**config.mk**
```make
export PLATFORM = sky130hd
export DESIGN_NAME = serp_stage
export DESIGN_NICKNAME = d
export VERILOG_FILES = /design/src/rtl/serp_chain_pkg.sv /design/src/rtl/serp_stage.sv
export SDC_FILE = /design/constraint.sdc
export NUM_CORES = 1
export LEC_CHECK = 0
export ABC_AREA = 1
export CORE_AREA = 3 3 40 42
export DETAILED_ROUTE_END_ITERATION = 8
export DIE_AREA = 0 0 43 45
export PLACE_DENSITY = 0.7
export RECOVER_POWER = 50
export SLEW_MARGIN = 10
export SYNTH_ARGS = -nofsm -noshare
export SYNTH_HDL_FRONTEND = slang
export SYNTH_SLANG_ARGS = --single-unit
```
**constraint.sdc**
```tcl
create_clock -name clk -period 2.05 [get_ports clk]
set_clock_uncertainty 0.15 [all_clocks]
set_input_delay 0.41 -clock clk [delete_from_list [all_inputs] [get_ports clk]]
set_output_delay 0.41 -clock clk [all_outputs]
set_load 0.005 [all_outputs]
```
**src/rtl/serp_chain_pkg.sv**
```systemverilog
// serp_chain_pkg: stage states, default segment residence times and delay clamp
// for the serpentine chain transport model.
package serp_chain_pkg;
   typedef enum logic [1:0] {EMPTY, DWELL, DONE} stage_state_e;
   localparam int SEG_25PX = 25;
   localparam int SEG_50PX = 50;
   localparam int SEG_150PX = 150;
   localparam int SEG_300PX = 300;
   localparam logic [39:0] DEF_DELAY_VEC = {10'(SEG_300PX), 10'(SEG_300PX), 10'(SEG_150PX), 10'(SEG_50PX)};
   function automatic int clamp_delay(input int d);
      return (d < 1) ? 1 : d;
   endfunction
endpackage

```
**src/rtl/serp_stage.sv**
```systemverilog
// serp_stage: one serpentine segment holding a single plug for its residence time;
// the plug is offered downstream in the last cycle of that residence.
module serp_stage
   import serp_chain_pkg::*;
#(
   parameter int DATA_W = 8,
   parameter int CNT_W = 10,
   parameter int DELAY = 1
) (
   input  logic              clk,
   input  logic              rst_n,
   input  logic              flush,
   input  logic              up_valid,
   input  logic [DATA_W-1:0] up_data,
   output logic              up_ready,
   output logic              dn_valid,
   output logic [DATA_W-1:0] dn_data,
   input  logic              dn_ready,
   output logic              occupied
);
   localparam logic [CNT_W-1:0] LOAD_CNT = CNT_W'(clamp_delay(DELAY) - 1);
   stage_state_e state_q, state_d;
   logic [CNT_W-1:0] cnt_q, cnt_d;
   logic [DATA_W-1:0] data_q, data_d;
   logic leave, load;
   always_ff @(posedge clk) begin
      if (!rst_n || flush) begin
         state_q <= EMPTY;
         cnt_q <= '0;
         data_q <= '0;
      end else begin
         state_q <= state_d;
         cnt_q <= cnt_d;
         data_q <= data_d;
      end
   end
   // cnt_q counts the cycles left before DONE, so a stage holds its plug exactly max(d,1) cycles
   always_comb begin
      load = up_valid && up_ready;
      state_d = load ? (LOAD_CNT == '0 ? DONE : DWELL)
              : leave ? EMPTY
              : (state_q == DWELL && cnt_q == CNT_W'(1)) ? DONE : state_q;
      cnt_d = load ? LOAD_CNT : (state_q == DWELL) ? cnt_q - CNT_W'(1) : cnt_q;
      data_d = load ? up_data : data_q;
   end
   always_comb begin
      dn_valid = state_q == DONE;
      leave = dn_valid && dn_ready;
      up_ready = state_q == EMPTY || leave;
      dn_data = data_q;
      occupied = state_q != EMPTY;
   end
endmodule

```
==> results of run 1 <==
[sequential cells by signal, indices dropped and copies added (netlist names)]
signal / count
dn_data: 8
state_q: 1
[synth_stat cells (all sizes together)]
cell type  number
dfxtp           9
a21oi           9
nand3           8
nand2           9
nor3            1
nor2            9
inv            10
buf             4
[routing by layer]
layer  up-vias  global-route usage [%]  part of all wire (%)
li1        231                       -                     -
met1       185                    10.9                    41
met2        13                    15.3                    51
met3         2                    5.18                   7.3
met4         0                    5.42                  0.92
met5         -                       0                     0
[metrics by stage]
step                      hold slack, ps  utilization (%)
after CTS                            333             53.5
final                                327             53.7
after global placement               308             51.4
after global routing                 364             53.7
after detailed placement             317             51.4
after floorplan                      325                -
[final timing paths]
check                           startpoint         end  slack, ps  cells after the start
worst max-delay path            state_q[1]    dn_valid        280                      1
worst min-delay path            dn_data[2]  dn_data[2]        330                      2
worst max register to register  state_q[1]  dn_data[0]        940                      4
worst min register to register  dn_data[2]  dn_data[2]        330                      2
[cells in the final DEF (no fill, tap or decap), types with 2 or more instances in the layout]
master / instances
sky130_fd_sc_hd__dlygate4sd3_1: 2
sky130_fd_sc_hd__clkdlybuf4s50_1: 20
sky130_fd_sc_hd__nand3_1: 7
sky130_fd_sc_hd__dfxtp_1: 9
sky130_fd_sc_hd__nor2_1: 8
sky130_fd_sc_hd__a21oi_1: 9
sky130_fd_sc_hd__nand2_1: 8
sky130_fd_sc_hd__inv_1: 9
sky130_fd_sc_hd__clkbuf_4: 3
[report_power, final]
group / switching [µW] / internal (µW)
clock network: 62.1 / 75.0
registers: 4.43 / 183
logic: 30.7 / 48.3
total: 97.2 / 306
[cells by family (layout without fill, tap and decap cells)]
| family | after synthesis | count (layout) |
|---|---|---|
| AOI/OAI and AO/OA | 9 | 9 |
| DFF | 9 | 9 |
| and+or+nand+nor | 27 | 27 |
| buffers and inverters | 14 | 38 |
[layout make-up]
cell class | count | area [µm²]
Sequential cell | 9 | 180
Multi-Input combinational cell | 36 | 186
Fill cell | 137 | 596
Timing Repair Buffer | 24 | 240
Tap cell | 15 | 18.8
Inverter | 10 | 37.5
Clock buffer | 4 | 26.3
==> impl_results.md, run 1 <==
* XOR/XNOR Fraction of Synth Area at 0%
* Finished Layout Cells at 98
* Slew @ Worst Pin at 567 ps
* Worst setup EP type: output port
* Count of unique library cells instantiated by Yosys at 13
* Relative max-transition margin at 62.1%
* Crit start category: flop
* Count of final setup violators at 0
* Fraction of the mapped netlist area in compound gates at 10.2%
* Sequential share of the synthesized area at 40.8%
* Top-level port count at 24
* Post-synth net total at 72
* Overall Global Routing Usage at roughly a tenth
* Total Negative Setup Slacks at 0 ps
* First-pass GRT wire length at approximately 1400 µm
* Post-route clock period utilization at between 80 and 90%
* Critical path data required time at approximately 1500 ps
* Sum of internal, switching and leakage power at 403 µW
* Die Footprint at 1940 µm²
* First DRT Iteration DRCs at 3
* Crit-path max FO at 4
* Instance area at placement at 661 µm²
* Number of clock sinks seen by CTS at 9
* Main combinational cell family by area after synthesis: simple AND/OR/NAND/NOR gates
* Maximum resistive drop on vdd at between 0.4 and 0.5 mV
* Synth Cell Area at 442 µm²
* Net count, final at 97
* Die Width at 43 µm
* Type of the worst min-delay path: flop to flop
* Worst path max stage delay at 540 ps
* Achievable clock frequency at 565 MHz
* Cells after Synth at 59
* Leakage power at 0.000319 µW
* Initial DRT Pass Iterations at 3
* Reported max-cap violation count at 0
* List of cells traversed by the critical path: clkdlybuf4s50_1
* Relative area change from synthesis to final layout at 56.1%
* Number of H-tree levels at 1
* Main area contributors after synthesis: sky130_fd_sc_hd__dfxtp_1 41%, sky130_fd_sc_hd__a21oi_1 10%, sky130_fd_sc_hd__nand3_1 7.9%, sky130_fd_sc_hd__inv_1 7.6%, sky130_fd_sc_hd__nand2_1 6.8%
* Initial Utilization at 34.4%
* Number of antenna violations at the first check in global routing at 0
* Setup WS pre-CTS at 11.5 ps
* Per-instance average area after synthesis at 7.49 µm²
* Bufs and invs on worst path at 1
* Data arrival at the endpoint of the critical path at 1210 ps
* Count of final max-slew check failures at 0
* Simple-Gate Fraction of Synth Area at 32.0%
* CTS tree: built
* Power per cell area at 585 nW/µm²
* Clock latency on the worst-skew pair at 260 ps
* Share of post-route cells with drive strength above 1 at 9.64%
* Total grt overflow at 0
* Mux cell area share after synthesis at 0%
* Chip Height at 45 µm
* Number of buffers inserted during clock tree synthesis at 3
* Final Hold Fails at 0
* Fin worst setup slack at ~280 ps
* Antenna Diode Count at 0
* Largest area contributor in the synthesized netlist: sky130_fd_sc_hd__dfxtp_1
* DRC viols at 0
* Buffer depth of the longest clock path at 2
* Standard-cell rows at 13
* Family of cells with the greatest summed delay on the critical path: buffers and inverters
* Last weighted congestion value of the routability-driven placer at ~0.62
* Core ar. at approximately 1300 µm²
* Post-synthesis sequential element count at 9
* Largest net degree at the start of global routing at 18
* Final ANT Viol Nets at 0
* Vias after detailed routing at ~430
* Post-detailed-placement half-perimeter wirelength at 678 µm
* Ys Warns at 0
* Status: completed
* Clock slew seen by the registers of the worst setup and hold paths at 60 ps
* Hold Buf Count CTS at 0
* Time the worst path needs with I/O delays and setup at between 1500 and 2000 ps
* Routed wire length per instance at 8.85 µm
* Number of global-route vias before repair at around 350
* Drt total wl at 867 µm
* Layout Cell Area excl Fill at ~690 µm²
* Clock root buffer: sky130_fd_sc_hd__clkbuf_4
* Critical setup path kind: flop to output port
* Placed insts at 94
* Post-cts repair resize count at 0
* Slowest-stage cell, CP: sky130_fd_sc_hd__clkdlybuf4s50_1
* Adder-cell share of the synthesized area at 0%
* Drt via density at approximately 4.4
* Number of setup buffers added after CTS at 0
* Unrepaired setup endpoints after global routing: false
* Fraction of synthesized cell area taken by the top area cell type at 40.8%
* Number of buffers added on ports at 23
No activity file was read; power rests on OpenSTA's default activity.
==> inputs of run 2 (changes only) <==
--- a/config.mk
+++ b/config.mk
@@ -5,11 +5,11 @@
 export SDC_FILE = /design/constraint.sdc
 export NUM_CORES = 1
 export LEC_CHECK = 0
-export ABC_AREA = 1
+export ABC_AREA = 0
 export CORE_AREA = 3 3 40 42
 export DETAILED_ROUTE_END_ITERATION = 8
 export DIE_AREA = 0 0 43 45
-export PLACE_DENSITY = 0.7
+export PLACE_DENSITY = 0.67
 export RECOVER_POWER = 50
 export SLEW_MARGIN = 10
 export SYNTH_ARGS = -nofsm -noshare
==> impl_results.md, run 2 <==
* Number of antenna violations at the first check in global routing at 0 (unchanged)
* Standard-cell rows at 13 (unchanged)
* Simple-Gate Fraction of Synth Area at 23.2% (was 32.0%)
* Unrepaired setup endpoints after global routing: false (unchanged)
* Post-route clock period utilization at 83.0% (was 86.3%)
* Portion of total power attributed to combinational logic at 16.2% (was 19.6%)
* Time the worst path needs with I/O delays and setup at 1700 ps (was 1770 ps)
* Fraction of synthesized cell area taken by the top area cell type at 44.6% (was 40.8%)
* Fraction of the mapped netlist area in compound gates at 1.86% (was 10.2%)
* Chip Height at 45 µm (unchanged)
* Relative max-transition margin at 58.7% (was 62.1%)
* Total grt overflow at 0 (unchanged)
* Final Hold Fails at 0 (unchanged)
* Count of final setup violators at 0 (unchanged)
* Die Footprint at 1940 µm² (unchanged)
* Data arrival at the endpoint of the critical path at 1140 ps (was 1210 ps)
* Drt via density at 4.27 (was 4.40)
* Post-detailed-placement half-perimeter wirelength at 601 µm (was 678 µm)
* Vias after detailed routing at 346 (was 431)
* XOR/XNOR Fraction of Synth Area at 0% (unchanged)
* Core ar. at 1280 µm² (unchanged)
* Routed wire length per instance at 10.0 µm (was 8.85 µm)
* Proportion of register bits with asynchronous set or reset after synthesis at 0% (unchanged)
* Top FF cell, synth: sky130_fd_sc_hd__dfxtp_1 (unchanged)
* Initial Utilization at 31.5% (was 34.4%)
* Clock group share of total power at 35.3% (was 34.0%)
* Number of buffers added on ports at 23 (unchanged)
* FF/Latch Area at 180 µm² (unchanged)
* Total net switching power at 82.4 µW (was 97.2 µW)
* Initial DRT Pass Iterations at 4 (was 3)
* Setup WS pre-CTS at 16.2 ps (was 11.5 ps)
* Bufs and invs on worst path at 1 (unchanged)
* Sum of internal, switching and leakage power at 380 µW (was 403 µW)
* Worst hold slack at 306 ps (was 327 ps)
* Share of post-route cells with drive strength above 1 at 10.6% (was 9.64%)
* Largest register FFs at 8 (unchanged)
* Number of clock sinks seen by CTS at 9 (unchanged)
* Clock latency on the worst-skew pair at 250 ps (was 260 ps)
* Power per cell area at 588 nW/µm² (was 585 nW/µm²)
* Number of enable flip-flop cells after synthesis at 0 (unchanged)
* Worst setup EP type: output port (unchanged)
* Net count, final at 80 (was 97)
* Total Negative Setup Slacks at 0 ps (unchanged)
* Achievable clock frequency at 588 MHz (was 565 MHz)
* Hold Buf Count CTS at 0 (unchanged)
* Fin worst setup slack at 349 ps (was 281 ps)
* Number of global-route vias before repair at 259 (was 351)
* Family of cells with the greatest summed delay on the critical path: buffers and inverters (unchanged)
* Last weighted congestion value of the routability-driven placer at 0.644 (was 0.618)
* Area used by multi-input combinational logic at 176 µm² (was 186 µm²)
* Critical setup path kind: flop to output port (unchanged)
* Top-level port count at 24 (unchanged)
* Clock slew seen by the registers of the worst setup and hold paths at 60 ps (about the same)
* Main combinational cell family by area after synthesis: simple AND/OR/NAND/NOR gates (unchanged)
* Slowest-stage cell, CP: sky130_fd_sc_hd__dlygate4sd3_1 (was sky130_fd_sc_hd__clkdlybuf4s50_1)
* Main area contributors after synthesis: sky130_fd_sc_hd__dfxtp_1 45%, sky130_fd_sc_hd__mux2i_1 20%, sky130_fd_sc_hd__nand2_1 14%, sky130_fd_sc_hd__buf_12 5.0%, sky130_fd_sc_hd__nor2b_4 3.4% (was sky130_fd_sc_hd__dfxtp_1 41%, sky130_fd_sc_hd__a21oi_1 10%, sky130_fd_sc_hd__nand3_1 7.9%, sky130_fd_sc_hd__inv_1 7.6%, sky130_fd_sc_hd__nand2_1 6.8%)
* Per-instance average area after synthesis at 9.86 µm² (was 7.49 µm²)
* Register share of total power at 48.5% (was 46.4%)
* Crit start category: flop (unchanged)
* Antenna Diode Count at 0 (unchanged)
* Number of buffers inserted during clock tree synthesis at 3 (unchanged)
* Maximum resistive drop on vdd at 0.244 mV (was 0.415 mV)
* Status: completed (unchanged)
* Overall Global Routing Usage at 9.02% (was 9.86%)
* Largest area contributor in the synthesized netlist: sky130_fd_sc_hd__dfxtp_1 (unchanged)
* Number of setup buffers added after CTS at 0 (unchanged)
* Count of unique library cells instantiated by Yosys at 12 (was 13)
* Largest net degree at the start of global routing at 18 (unchanged)
* Drt total wl at 810 µm (was 867 µm)
* Adder-cell share of the synthesized area at 0% (unchanged)
* Reported max-cap violation count at 0 (unchanged)
* Count of final max-slew check failures at 0 (unchanged)
* Post-synthesis sequential element count at 9 (unchanged)
* Internal Pwr Total at 297 µW (was 306 µW)
* DRC viols at 0 (unchanged)
* Crit-path max FO at 2 (was 4)
* Instance area at placement at 622 µm² (was 661 µm²)
* Buffer depth of the longest clock path at 2 (unchanged)
* Most frequent cells in the layout: 20 x sky130_fd_sc_hd__clkdlybuf4s50_1, 15 x sky130_fd_sc_hd__nand2_1, 9 x sky130_fd_sc_hd__dfxtp_1, 8 x sky130_fd_sc_hd__mux2i_1, 3 x sky130_fd_sc_hd__clkbuf_4 (was 20 x sky130_fd_sc_hd__clkdlybuf4s50_1, 9 x sky130_fd_sc_hd__a21oi_1, 9 x sky130_fd_sc_hd__inv_1, 9 x sky130_fd_sc_hd__dfxtp_1)
* Number of H-tree levels at 1 (unchanged)
* Critical path data required time at 1490 ps (about the same)
* Fill cell total of the finished layout at 137 (unchanged)
* Slew @ Worst Pin at 616 ps (was 567 ps)
* Leakage power at 0.000264 µW (was 0.000319 µW)
* Die Width at 43 µm (unchanged)
* Library cell with the highest instance count after synthesis: sky130_fd_sc_hd__nand2_1
* Clock root buffer: sky130_fd_sc_hd__clkbuf_4 (unchanged)
* Worst path max stage delay at 570 ps (was 540 ps)
* Sequential share of the synthesized area at 44.6% (was 40.8%)
* Synth Cell Area at 404 µm² (was 442 µm²)
* Relative area change from synthesis to final layout at 59.8% (was 56.1%)
* Switching power as a share of total power at 21.7% (was 24.1%)
* Mux cell area share after synthesis at 19.8% (was 0%)
* CTS tree: built (unchanged)
* Post-synth net total at 54 (was 72)
* Final ANT Viol Nets at 0 (unchanged)
* Cells after Synth at 41 (was 59)
* First-pass GRT wire length at 1170 µm (was 1380 µm)
* First DRT Iteration DRCs at 8 (was 3)
* Ys Warns at 0 (unchanged)
* Type of the worst min-delay path: flop to flop (unchanged)
* Synth cell count leaders: 15 x sky130_fd_sc_hd__nand2_1, 9 x sky130_fd_sc_hd__dfxtp_1, 8 x sky130_fd_sc_hd__mux2i_1 (was 9 x sky130_fd_sc_hd__a21oi_1, 9 x sky130_fd_sc_hd__dfxtp_1, 9 x sky130_fd_sc_hd__inv_1)
* Layout Cell Area excl Fill at 646 µm² (was 689 µm²)
* Most common cell after layout, fill and taps aside: sky130_fd_sc_hd__clkdlybuf4s50_1 (unchanged)
* List of cells traversed by the critical path: dlygate4sd3_1 (was clkdlybuf4s50_1)
-- run 2: cell types whose count changed after synthesis, moves of 7 or more --
cell / before / now
sky130_fd_sc_hd__nor2_1: 8 / 0
sky130_fd_sc_hd__mux2i_1: 0 / 8
sky130_fd_sc_hd__inv_1: 9 / 1
sky130_fd_sc_hd__a21oi_1: 9 / 0
sky130_fd_sc_hd__nand2_1: 8 / 15
sky130_fd_sc_hd__nand3_1: 7 / 0
-- run 2: path summary, 6_finish.rpt --
path                                 start         end  slack [ps]  cells after the start
worst min-delay path            dn_data[7]  dn_data[7]         310                      2
worst min register to register  dn_data[7]  dn_data[7]         310                      2
worst max register to register  state_q[1]  dn_data[1]         920                      4
worst max-delay path            dn_data[7]  dn_data[7]         350                      1
-- run 2: timing repair --
action | CTS | global route
gates resized for setup | 0 | 1
setup endpoints to repair | 0 | 1
hold endpoints to repair | 0 | 0
-- run 2: area by class of cell --
| type | instances | area share [%] |
|---|---|---|
| timing repair buffer | 24 | 37.2 |
| multi-input combinational | 28 | 27.3 |
| tap | 15 | 2.91 |
| sequential | 9 | 27.9 |
| inverter | 1 | 0.581 |
| clock buffer | 4 | 4.07 |
-- run 2: cells by family (layout without fill, tap and decap cells) --
family                 after synthesis  in the layout
AND/OR/NAND/NOR                     19             19
flip-flops                           9              9
multiplexers                         8              8
buffers and inverters                4             29
AO/OA/AOI/OAI                        1              1
-- run 2: per-stage QoR --
| step | instances | utilization [%] |
|---|---|---|
| after detailed placement | 77 | 48.4 |
| after CTS | 81 | 50.4 |
| after global routing | 81 | 50.2 |
| after floorplan | 41 | - |
| after global placement | 77 | 48.4 |
| final | 81 | 50.2 |
-- run 2: power by group through the flow --
| stage | combinational [µW] | sequential (µW) | clock, µW |
|---|---|---|---|
| after CTS | 64.4 | 184 | 140 |
| final | 61.4 | 184 | 134 |
| after floorplan | 28.8 | 189 | 0 |
| after global placement | 63.9 | 188 | 0 |
| after detailed placement | 63.9 | 188 | 0 |
| after global routing | 66.2 | 185 | 154 |
-- run 2: metal layers --
layer  GRT usage (%)  wire length [µm]
met1            11.4               363
met2            9.88               349
met3            5.18                78
met4            9.04                19
met5               0                 0
==> inputs of run 3 (changes only) <==
==> constraint.sdc (replaced) <==
create_clock -name clk -period 1.65 [get_ports clk]
set_clock_uncertainty 0.15 [all_clocks]
set_input_delay 0.33 -clock clk [delete_from_list [all_inputs] [get_ports clk]]
set_output_delay 0.33 -clock clk [all_outputs]
set_load 0.005 [all_outputs]
==> impl_results.md, run 3 (synthesized netlist as in run 2, its figures left out) <==
* Slew @ Worst Pin at 626 ps (was 616 ps)
* Largest register FFs at 8 (unchanged)
* Power per cell area at 739 nW/µm² (was 588 nW/µm²)
* Buffer depth of the longest clock path at 2 (unchanged)
* Total net switching power at 105 µW (was 82.4 µW)
* Finished Layout Cells at 81 (unchanged)
* Post-detailed-placement half-perimeter wirelength at 602 µm (was 601 µm)
* Share of post-route cells with drive strength above 1 at 10.6% (unchanged)
* First-pass GRT wire length at 1260 µm (was 1170 µm)
* Crit start category: primary input (was flop)
* Number of buffers inserted during clock tree synthesis at 3 (unchanged)
* Number of H-tree levels at 1 (unchanged)
* Largest net degree at the start of global routing at 18 (unchanged)
* Clock latency on the worst-skew pair at 260 ps (was 250 ps)
* Critical path data required time at 1170 ps (was 1490 ps)
* CTS tree: built (unchanged)
* Drt via density at 4.25 (was 4.27)
* Clock slew seen by the registers of the worst setup and hold paths at 60 ps (about the same)
* Initial DRT Pass Iterations at 4 (unchanged)
* Post-layout util at 50.0% (was 50.2%)
* Leakage power at 0.000258 µW (was 0.000264 µW)
* Routed wire length per instance at 10.2 µm (was 10.0 µm)
* Reported max-cap violation count at 0 (unchanged)
* Antenna Diode Count at 0 (unchanged)
* Type of the worst min-delay path: flop to flop (unchanged)
* Portion of total power attributed to combinational logic at 16.3% (was 16.2%)
* Switching power as a share of total power at 22.1% (was 21.7%)
* Count of final max-slew check failures at 0 (unchanged)
* Number of clock sinks seen by CTS at 9 (unchanged)
* Count of final setup violators at 0 (unchanged)
* Clock group share of total power at 35.5% (was 35.3%)
* Achievable clock frequency at 619 MHz
* Relative max-transition margin at 58.1% (was 58.7%)
* Final Hold Fails at 0 (unchanged)
* Clock root buffer: sky130_fd_sc_hd__clkbuf_4 (unchanged)
* Final ANT Viol Nets at 0 (unchanged)
* Overall Global Routing Usage at 9.02% (unchanged)
* Number of global-route vias before repair at 310 (was 259)
* Crit-path max FO at 2 (unchanged)
* First DRT Iteration DRCs at 3 (was 8)
* Relative area change from synthesis to final layout at 58.8% (was 59.8%)
* Register share of total power at 48.2% (was 48.5%)
* Worst setup EP type: output port (unchanged)
* Data arrival at the endpoint of the critical path at 1140 ps (about the same)
* Drt total wl at 830 µm (was 810 µm)
* Vias after detailed routing at 344 (was 346)
* Post-route clock period utilization at 97.9%
* Maximum resistive drop on vdd at 0.294 mV (was 0.244 mV)
* Hold Buf Count CTS at 0 (unchanged)
* Net count, final at 80 (unchanged)
* Number of buffers added on ports at 23 (unchanged)
* Top-level port count at 24 (unchanged)
* DRC viols at 0 (unchanged)
* Internal Pwr Total at 370 µW (was 297 µW)
* Core ar. at 1280 µm² (unchanged)
* Chip Height at 45 µm (unchanged)
* Most frequent cells in the layout: 22 x sky130_fd_sc_hd__clkdlybuf4s50_1, 15 x sky130_fd_sc_hd__nand2_1, 9 x sky130_fd_sc_hd__dfxtp_1, 8 x sky130_fd_sc_hd__mux2i_1, 3 x sky130_fd_sc_hd__clkbuf_4 (was 20 x sky130_fd_sc_hd__clkdlybuf4s50_1, 15 x sky130_fd_sc_hd__nand2_1, 9 x sky130_fd_sc_hd__dfxtp_1, 8 x sky130_fd_sc_hd__mux2i_1, 3 x sky130_fd_sc_hd__clkbuf_4)
* Number of antenna violations at the first check in global routing at 0 (unchanged)
* Standard-cell rows at 13 (unchanged)
* Last weighted congestion value of the routability-driven placer at 0.627 (was 0.644)
* Die Width at 43 µm (unchanged)
* Placed insts at 77 (unchanged)
* Unrepaired setup endpoints after global routing: true (was false)
* Status: completed (unchanged)
* Critical setup path kind: primary input to output port (was flop to output port)
* Time the worst path needs with I/O delays and setup at about 1600 ps
* Most common cell after layout, fill and taps aside: sky130_fd_sc_hd__clkdlybuf4s50_1 (unchanged)
* Initial Utilization at 31.5% (unchanged)
* Die Footprint at 1940 µm² (unchanged)
* Fill cell total of the finished layout at 133 (was 137)
* Total grt overflow at 0 (unchanged)
* Number of setup buffers added after CTS at 0 (unchanged)
==> run 3: cell count changes in the layout (fill, tap and decap cells not counted), sizes merged <==
cell / change
clkdlybuf4s50: +2
dlygate4sd3: -2
dlygate4sd2: +1
dlymetal6s2s: -1
==> run 3: cell type report <==
cell class | instances | area (µm²) | area share [%]
Tap cell | 15 | 18.8 | 2.92
Timing Repair Buffer | 24 | 236 | 36.8
Sequential cell | 9 | 180 | 28.1
Multi-Input combinational cell | 28 | 176 | 27.5
Inverter | 1 | 3.75 | 0.585
Clock buffer | 4 | 26.3 | 4.09
==> run 3: power by group through the flow <==
stage          Sequential, µW  Clock [µW]  Combinational [µW]
3_5_place_dp              234           0                79.9
5_1_grt                   230         181                83.2
6_report                  229         168                77.4
2_1_floorplan             235           0                35.8
4_1_cts                   229         173                80.1
3_3_place_gp              234           0                79.3
==> run 3: final timing paths <==
kind / startpoint / endpoint / slack, ps / cells past startpoint
setup / recovery: dn_ready / up_ready / 30 / 3
hold / removal: dn_data[1] / dn_data[1] / 310 / 2
setup reg to reg: state_q[1] / dn_data[4] / 530 / 4
hold reg to reg: dn_data[1] / dn_data[1] / 310 / 2
==> run 3: worst max-delay path: stages <==
cell and delay [ps]:
sky130_fd_sc_hd__clkdlybuf4s50_1 390, sky130_fd_sc_hd__nand2b_1 150, sky130_fd_sc_hd__dlygate4sd2_1 260
==> run 3: routing by layer <==
layer	GRT usage, %	share of wire [%]	vias to the layer above
met5	0	0	-
met4	5.42	0	0
li1	-	-	179
met3	5.18	11	0
met2	12.3	43	17
met1	10.9	46	148
==> run 3: what timing repair did <==
item | 4_1_cts | 5_1_grt
setup endpoints to repair | 1 | 1
endpoints found under the hold margin | 0 | 0
resized for setup | 1 | 0
==> run 3: per-stage QoR <==
step,worst slack [ps],instance area [µm²],TNS [ps],hold WS [ps],total power (µW)
global placement,-213,622,-213,295,313
CTS,23.2,647,0,312,482
global route,-12.1,642,-12.1,330,495
floorplan,572,404,0,304,270
finish,34.9,642,0,309,474
detailed placement,-223,622,-223,304,314
